==> config.mk <==
export PLATFORM = sky130hd
export DESIGN_NAME = hilo_mdu_ctrl
export DESIGN_NICKNAME = d
export VERILOG_FILES = /design/src/rtl/hilo_mdu_ctrl_pkg.sv /design/src/rtl/hilo_mdu_ctrl_div_iter.sv /design/src/rtl/hilo_mdu_ctrl.sv
export SDC_FILE = /design/constraint.sdc
export NUM_CORES = 2
export LEC_CHECK = 0
export ABC_AREA = 1
export BUFFER_PORTS_ARGS = -buffer_cell sky130_fd_sc_hd__buf_4
export CAP_MARGIN = 20
export CORE_MARGIN = 2
export CORE_UTILIZATION = 60
export DETAILED_ROUTE_END_ITERATION = 7
export PLACE_DENSITY = 0.87
export SYNTH_ARGS = -nofsm -noshare
export SYNTH_HDL_FRONTEND = slang
export SYNTH_HIERARCHICAL = 1
export SYNTH_SLANG_ARGS = --single-unit
==> constraint.sdc <==
create_clock -name i_clk -period 23.1 [get_ports i_clk]
set_input_delay 0 -clock i_clk [delete_from_list [all_inputs] [get_ports i_clk]]
set_output_delay 0 -clock i_clk [all_outputs]
set_load 0.005 [all_outputs]
==> src/rtl/hilo_mdu_ctrl_pkg.sv <==
// rtl/hilo_mdu_ctrl_pkg.sv - MDU FSM state encodings, funct codes and sign helper
package hilo_mdu_ctrl_pkg;

   typedef enum logic [2:0] {
      ST_IDLE = 3'd0,
      ST_MUL  = 3'd1,
      ST_DIV  = 3'd2,
      ST_FIX  = 3'd3,
      ST_DONE = 3'd4
   } mdu_state_t;

   localparam logic [5:0] OP_SPECIAL = 6'b000000;
   localparam logic [5:0] FUNC_MTHI  = 6'b010001;
   localparam logic [5:0] FUNC_MTLO  = 6'b010011;
   localparam logic [5:0] FUNC_MULT  = 6'b011000;
   localparam logic [5:0] FUNC_MULTU = 6'b011001;
   localparam logic [5:0] FUNC_DIV   = 6'b011010;
   localparam logic [5:0] FUNC_DIVU  = 6'b011011;

   // Magnitude of x when treated as signed, otherwise x unchanged.
   function automatic logic [31:0] abs_if(input logic [31:0] x, input logic en);
      return (en && x[31]) ? 32'(-x) : x;
   endfunction

endpackage

==> src/rtl/hilo_mdu_ctrl_div_iter.sv <==
// rtl/hilo_mdu_ctrl_div_iter.sv - restoring unsigned divider, one quotient bit per enable
module div_iter (
   input  logic        i_clk,
   input  logic        i_rst,
   input  logic        i_load,
   input  logic        i_en,
   input  logic [31:0] i_dividend,
   input  logic [31:0] i_divisor,
   output logic [31:0] o_quo,
   output logic [31:0] o_rem
);

   logic [31:0] r_quo;
   logic [31:0] r_rem;
   logic [31:0] r_div;
   logic [32:0] w_shift;
   logic [32:0] w_diff;

   // r_quo doubles as the dividend shift register; quotient bits enter at the bottom.
   assign w_shift = {r_rem, r_quo[31]};
   assign w_diff  = w_shift - {1'b0, r_div};

   always_ff @(posedge i_clk) begin
      if (i_rst) begin
         r_quo <= '0;
         r_rem <= '0;
         r_div <= '0;
      end else if (i_load) begin
         r_quo <= i_dividend;
         r_rem <= '0;
         r_div <= i_divisor;
      end else if (i_en) begin
         r_rem <= w_diff[32] ? w_shift[31:0] : w_diff[31:0];
         r_quo <= {r_quo[30:0], ~w_diff[32]};
      end
   end

   assign o_quo = r_quo;
   assign o_rem = r_rem;

endmodule

==> src/rtl/hilo_mdu_ctrl.sv <==
// rtl/hilo_mdu_ctrl.sv - execute-stage multiply/divide sequencer owning HI/LO
module hilo_mdu_ctrl
   import hilo_mdu_ctrl_pkg::*;
#(
   parameter int MUL_LAT = 3
) (
   input  logic        i_clk,
   input  logic        i_rst,
   input  logic        i_op_valid,
   input  logic [5:0]  i_op,
   input  logic [5:0]  i_funct,
   input  logic [31:0] i_rs_val,
   input  logic [31:0] i_rt_val,
   input  logic        i_flush,
   output logic        o_stall,
   output logic        o_busy,
   output logic [31:0] o_hi,
   output logic [31:0] o_lo
);

   localparam logic [4:0] LP_MUL_CNT = 5'(MUL_LAT - 1);

   mdu_state_t  r_state;
   logic [4:0]  r_cnt;
   logic [31:0] r_hi, r_lo, r_a, r_b;
   logic        r_sgn, r_dz, r_neg_q, r_neg_r;

   logic        w_issue, w_is_md, w_is_mul, w_signed, w_start;
   logic [63:0] w_a64, w_b64, w_prod;
   logic [31:0] w_quo, w_rem;

   assign w_issue  = i_op_valid && (i_op == OP_SPECIAL) && !i_flush;
   assign w_is_md  = (i_funct == FUNC_MULT) || (i_funct == FUNC_MULTU) ||
                     (i_funct == FUNC_DIV)  || (i_funct == FUNC_DIVU);
   assign w_is_mul = (i_funct == FUNC_MULT) || (i_funct == FUNC_MULTU);
   assign w_signed = (i_funct == FUNC_MULT) || (i_funct == FUNC_DIV);
   assign w_start  = w_issue && w_is_md && (r_state == ST_IDLE);

   // Low 64 bits of the extended product are correct for both signed and unsigned.
   assign w_a64  = {{32{r_sgn & r_a[31]}}, r_a};
   assign w_b64  = {{32{r_sgn & r_b[31]}}, r_b};
   assign w_prod = w_a64 * w_b64;

   div_iter u_div (
      .i_clk      (i_clk),
      .i_rst      (i_rst),
      .i_load     (w_start),
      .i_en       (r_state == ST_DIV),
      .i_dividend (abs_if(i_rs_val, w_signed)),
      .i_divisor  (abs_if(i_rt_val, w_signed)),
      .o_quo      (w_quo),
      .o_rem      (w_rem)
   );

   always_ff @(posedge i_clk) begin
      if (i_rst) begin
         r_state <= ST_IDLE;
         r_cnt   <= '0;
         r_hi    <= '0;
         r_lo    <= '0;
         r_a     <= '0;
         r_b     <= '0;
         r_sgn   <= 1'b0;
         r_dz    <= 1'b0;
         r_neg_q <= 1'b0;
         r_neg_r <= 1'b0;
      end else begin
         case (r_state)
            ST_IDLE: begin
               if (w_start) begin
                  r_a     <= i_rs_val;
                  r_b     <= i_rt_val;
                  r_sgn   <= w_signed;
                  r_dz    <= (i_rt_val == '0);
                  r_neg_q <= w_signed && (i_rs_val[31] ^ i_rt_val[31]);
                  r_neg_r <= w_signed && i_rs_val[31];
                  if (w_is_mul) begin
                     r_state <= ST_MUL;
                     r_cnt   <= LP_MUL_CNT;
                  end else if (i_rt_val == '0) begin
                     r_state <= ST_FIX;
                  end else begin
                     r_state <= ST_DIV;
                     r_cnt   <= 5'd31;
                  end
               end else if (w_issue && i_funct == FUNC_MTHI) begin
                  r_hi <= i_rs_val;
               end else if (w_issue && i_funct == FUNC_MTLO) begin
                  r_lo <= i_rs_val;
               end
            end
            ST_MUL: begin
               if (i_flush) begin
                  r_state <= ST_IDLE;
               end else if (r_cnt == '0) begin
                  {r_hi, r_lo} <= w_prod;
                  r_state      <= ST_DONE;
               end else begin
                  r_cnt <= r_cnt - 5'd1;
               end
            end
            ST_DIV: begin
               if (i_flush)            r_state <= ST_IDLE;
               else if (r_cnt == '0)   r_state <= ST_FIX;
               else                    r_cnt   <= r_cnt - 5'd1;
            end
            ST_FIX: begin
               if (i_flush) begin
                  r_state <= ST_IDLE;
               end else begin
                  if (r_dz) begin
                     r_lo <= 32'hFFFF_FFFF;
                     r_hi <= r_a;
                  end else begin
                     r_lo <= r_neg_q ? 32'(-w_quo) : w_quo;
                     r_hi <= r_neg_r ? 32'(-w_rem) : w_rem;
                  end
                  r_state <= ST_DONE;
               end
            end
            default: r_state <= ST_IDLE;
         endcase
      end
   end

   // A flush releases the pipeline in the same cycle it kills the operation.
   assign o_stall = w_start ||
                    (((r_state == ST_MUL) || (r_state == ST_DIV) || (r_state == ST_FIX)) && !i_flush);
   assign o_busy  = (r_state != ST_IDLE);
   assign o_hi    = r_hi;
   assign o_lo    = r_lo;

endmodule

* Word-level counts from Yosys, hierarchy flattened
Cells that the tools add are included.
Operators by class: equal/unequal tests 22, shift operators 0, bitwise gates (word level) 4, reductions and logical operators 33, multiply operators 1, multiplexer cells 37, add/sub/neg operators 6, magnitude comparators 0, divide/modulo/power cells 0
Operators by type and width (count):
- $mux 32 | 20
- $pmux 32 s3 | 2
- $neg 32->32 | 4
- $mul 33x33->64 | 1
- $eq 6x5->1 const B | 6
- $sub 33x32->33 | 1
- $logic_not 32->1 | 1
- $mux 5 | 5
- $mux 3 | 6
- $ne 2x2->1 const B | 8
- $pmux 3 s4 | 1
- $logic_and 1x1->1 | 10
- $pmux 5 s2 | 1
- $ne 3x3->1 const B | 3
- $logic_or 1x1->1 | 7
- $reduce_and 7->1 | 1
- $eq 3x2->1 const B | 2
- $logic_not 6->1 | 1
- $reduce_and 6->1 | 1
- $reduce_bool 3->1 | 2
- $logic_not 5->1 | 1
- $reduce_and 5->1 | 1
- $sub 5x1->5 const B | 1
- $ne 2x1->1 const B | 2
- other kinds (12) | 15
Word-level totals: flip-flop bits (word level) 236, word-level logic and storage cells 116, RAM bits 0, memories kept 0, input bits 80, latch bits 0, memory bits (read-only) 0

* Depth between registers and ports, before layout
word-level depth 8, depth in mapped cells 36

* Hierarchy
Netlist, hierarchy kept.
Modules (own cells, without submodules):
- hilo_mdu_ctrl | area each 50353.3 um^2, cells each 6906, sequential area each 2802.7 um^2, times used 1
- div_iter | area each 6857.8 um^2, cells each 1162, sequential area each 1921.8 um^2, times used 1

* Worst setup path before layout
OpenSTA, ideal clock, no wires.
kind register to register, start reg r_a[31], end reg r_hi[29] (netlist: o_hi[29]), path slack 15626 ps, path buffers 3, required time 22991 ps, data arrival time 7365 ps, cell stages (with the launch flop) 32, period minus slack after synthesis 7474 ps, cells stage by stage dfxtp_1 -> clkbuf_1 -> nand2_1 -> clkbuf_1 -> buf_1 -> nor2_1 -> fa_1 -> inv_1 -> fa_1 -> inv_1 -> fa_1 -> inv_1 -> fa_1 -> fa_1 -> inv_1 -> fa_1 -> inv_1 -> fa_1 -> fa_1 -> inv_1 -> ha_1 -> nand2_1 -> nor3_1 -> nand2_1 -> nor3_1 -> nand2_1 -> nand2_1 -> nand2_1 -> nand3_1 -> nand3_1 -> nand2_1 -> inv_1
On the way: cells in the longest elaborated chain, start to end 5
Ends and longest elaborated chain:
- start: declaration | line hilo_mdu_ctrl.sv:25 | logic [31:0] r_hi, r_lo, r_a, r_b;
- start signal: assignment | line hilo_mdu_ctrl.sv:71 | r_a <= i_rs_val;
- $and 1x1->1 | line hilo_mdu_ctrl.sv:40 | assign w_a64 = {{32{r_sgn & r_a[31]}}, r_a};
- $mul 33x33->64 (*) | line hilo_mdu_ctrl.sv:42 | assign w_prod = w_a64 * w_b64;
- $mux 32 (*) | line hilo_mdu_ctrl.sv:95 | end else if (r_cnt == '0) begin
- $mux 32 (*) | line hilo_mdu_ctrl.sv:93 | if (i_flush) begin
- $pmux 32 s3 (*) | line hilo_mdu_ctrl.sv:68 | case (r_state)
- end signal: assignment | line hilo_mdu_ctrl.sv:87 | r_hi <= i_rs_val;
- end signal: assignment | line hilo_mdu_ctrl.sv:96 | {r_hi, r_lo} <= w_prod;
- end signal: assignment | line hilo_mdu_ctrl.sv:113 | r_hi <= r_a;
- end: declaration | line hilo_mdu_ctrl.sv:25
Every way passes the cells marked *; elsewhere a longest branch is shown, timed or not. The select of a mux whose other input is x is not followed. A chain may end at the register's enable or synchronous reset.

* Final worst setup path
start reg r_a[31], end reg r_hi[22] (netlist: o_hi[22])
Same word-level chain as after synthesis.

==> results.tsv <==
stage	metric	value	unit
hold_path	hold endpoint	r_state[0]$_SDFFE_PP0P_	
critical_path	Max stage delay on crit path	0.92	ns
critical_path	Critical Path Most Common Cell	fa_1	
timing	final worst slack	14.51	ns
global_route	largest net degree at the start of global routing	92	
pwr	clock power share	0.519	
placement	port bufs	145	
timing	hold slack	0.0716	ns
drt	via count	52700	
critical_path	CP startpoint	r_a[31]$_SDFFE_PP0P_	
drt	vias per cell	5.65	
floorplanning	Rows	113	
synth	Cells after Synth	8068	
synth	synthesized cell area	57200	sq um
pwr	Sw Share	0.269	
cells_and_area	cell area after layout	60800	sq um
drt	DRT antenna net count	0	
critical_path	Req. time, crit path	23.56	ns
synth	Ys Warns	6	
clock_tree	htree depth	1	
global_route	number of global-route vias before repair	53900	
pwr	maximum vdd drop	0.0000641	V
floorplanning	DIE HEIGHT	313	um
global_route	global route overflow	0	
pwr	logic gate share of total power	0.076	
drt	wl on met1	75.1	mm
synth	library cells used by synthesis	52	
pwr	Pwr Density	16.5	nW/um^2
placement	HPWL after DPL	163	mm
timing	Final TNS setup	0	ns
clock_tree	Num CTS Buffers	31	
cells_and_area	Syn-to-layout area delta	6.27	%
critical_path	reg-to-reg critical path endpoint	o_hi[22]$_SDFFE_PP0P_	
clock_tree	CTS sink count	236	
timing	Max Fclk	116	MHz
critical_path	FF-to-FF setup slack	14.51	ns
synth	synth top area cells	fa_1 (39%), nand2_1 (14%), inv_1 (14%), dfxtp_1 (8.3%), ha_1 (5.5%)	
synth	Yosys reg bits	236	
critical_path	critical path capture point type	flop	
floorplanning	IO Count	146	
global_route	All-Layer GR Usage	0.415	
clock_tree	Worst-path clk slew	0.07	ns
timing	Worst Tran Pin Value	1.09	ns
cells_and_area	Multi-input gate area	42800	sq um
critical_path	reg2reg start	r_a[31]$_SDFFE_PP0P_	
cells_and_area	register area	4730	sq um
critical_path	Slowest-stage cell, CP	fa_1	
placement	Post-DP Area	59000	sq um
synth	Post-synth EDFFs	0	
drt	wire per inst	21.5	um
drt	met2 wire len	89.0	mm
hold_path	hold path start	i_op[0]	
floorplanning	Die X	313	um
critical_path	CP startpoint kind	flop	
global_route	first-pass GRT wire length	310	mm
cells_and_area	share of layout cells above drive strength 1	0.0460	
hold_path	hold crit path type	primary input to flop	
hold_path	hold depth	8	
placement	GP Congestion	1.10	
drt	met3 WL	24.5	mm
clock_tree	Clock Path Buffers	3	
timing	final setup fails	0	
synth	Post-synth ARST share	0	
clock_tree	root buffer cell	clkbuf_16	
floorplanning	Starting Density	0.604	
timing	headroom to the max-slew limit	0.268	
clock_tree	clk_lat worst skew	0.62	ns
run	number of max-cap violations	0	
clock_tree	CTS tree	built	
clock_tree	post-CTS setup buffer count	0	
critical_path	worst-case reg-to-reg path depth	30	
floorplanning	core area	94700	sq um
pwr	share of power burned in registers	0.406	
drt	DRT Wirelength	200	mm
timing	fin. max-slew vios	0	
critical_path	CP arrival	9.06	ns
critical_path	Crit Path Class	flop to flop	
cells_and_area	fill cell total of the finished layout	8194	
timing	RSZ-0062 raised after global routing	false	
cells_and_area	Nets	9478	
synth	leading area contributor after synthesis	fa_1	
synth	Synth Flop Type	dfxtp_1	
drt	top routing layer in use	met5	
pwr	P_int	734	uW
synth	post-synthesis sequential area ratio	0.0826	
drt	Starting DRT DRC Count	5819	
timing	worst clock skew	0.0382	ns
pwr	static leakage	33.7	nW
placement	pre-CTS setup slack	14.53	ns
timing	minimum clock period	8.59	ns
global_route	initial antenna violation count	8	
drt	# DRC	0	
synth	syn nets	9524	
synth	most common cell in the netlist	nand2_1	
critical_path	CP Max Fanout	36	
pwr	Net Switching	270	uW
synth	Mapped Avg Cell Area	7.09	sq um
floorplanning	Die ar.	97800	sq um
timing	final cycle utilization of the critical path	0.372	
synth	Yosys top cell area share	0.394	
timing	count of final hold-check violations	0	
outcome	status	finished clean	
drt	drt first pass iters	8	
synth	Synth top cells by count	nand2_1 (2196), inv_1 (2150), fa_1 (1126)	
-- how the worst max path moves through the flow --
stage                       endpoint  depth (start not counted)
2_1_floorplan  o_hi[29]$_SDFFE_PP0P_                         31
3_5_place_dp   o_hi[22]$_SDFFE_PP0P_                         30
3_3_place_gp   o_hi[22]$_SDFFE_PP0P_                         30
5_1_grt        o_hi[27]$_SDFFE_PP0P_                         30
4_1_cts        o_hi[22]$_SDFFE_PP0P_                         30
6_report       o_hi[22]$_SDFFE_PP0P_                         30
-- flip-flops by register name, summed over array words and instances, names as in the netlist, 3 cells and up --
| name | cells |
|---|---|
| r_cnt | 5 |
| u_div/o_quo | 32 |
| r_b | 32 |
| u_div/o_rem | 32 |
| o_hi | 32 |
| o_lo | 32 |
| r_state | 3 |
| r_a | 32 |
| u_div/r_div | 32 |
-- what timing repair did --
action | CTS | global route
hold buffers | 70 | 0
endpoints found under the hold margin | 129 | 0
resized for setup | 0 | 0
-- power groups by stage --
stage	logic (mW)	registers (mW)	clock network, mW
after global placement	0.0620	0.416	0
after floorplan	0.0257	0.416	0
after detailed placement	0.0620	0.416	0
after CTS	0.0719	0.407	0.520
final	0.0759	0.407	0.520
after global routing	0.0781	0.407	0.535
-- cell type report --
type                       count  share of cell area
multi-input combinational   5280               0.704
sequential                   236              0.0778
inverter                    2171               0.134
clock buffer                  36              0.0136
antenna                        2           0.0000823
tap                         1265              0.0260
timing repair buffer         302              0.0404
clock inverter                21             0.00385
-- routing by layer --
layer,vias up,global-route usage
li1,23200,-
met1,25300,0.550
met2,3389,0.648
met3,741,0.0990
met4,8,0.190
met5,-,0
-- critical path, delay by kind of cell (launching register included) --
kind	cells	cell delay [ns]
simple gates	11	1.41
flops	1	0.32
buf+inv	9	1.77
fa+ha+maj	9	4.81
compound gates	1	0.07
-- logic make-up after synthesis --
kind of cell	count (synthesis)	share of synthesized area
AO/OA/AOI/OAI	687	0.0647
AND/OR/NAND/NOR	3121	0.220
buffers and inverters	2552	0.169
flip-flops	236	0.0826
XOR/XNOR	96	0.0147
adder cells (fa/ha/maj)	1376	0.449
-- per-stage QoR --
step                instances   util  power [mW]
finish                   9313  0.642        1.00
global route             9312  0.642        1.02
CTS                      9310  0.642       0.999
detailed placement       9183  0.623       0.478
global placement         9182  0.623       0.478
floorplan                8068      -       0.442
-- layout by cell type, fill, tap and decap left out, drive strengths merged --
cell         count
ha             250
clkinvlp         4
nor2           463
o221ai          10
nand2         2211
o21a             4
bufinv           4
and2            11
a221oi           1
inv           2169
xor2            65
clkbuf          36
o211ai          16
nor4             7
fa            1126
a31o             2
clkinv          15
a41oi            1
nor3            49
dfxtp          236
a31oi           20
o22ai            3
a21boi           2
xnor2           31
nand4           53
nand3b          21
o21ai          263
o31ai            6
o21bai          17
buf            232
and3             2
dlygate4sd3     70
a22oi            9
diode            2
a21oi          325
or2             17
o41ai            2
nand3          287
a211oi           6
No activity file was read; power rests on OpenSTA's default activity.
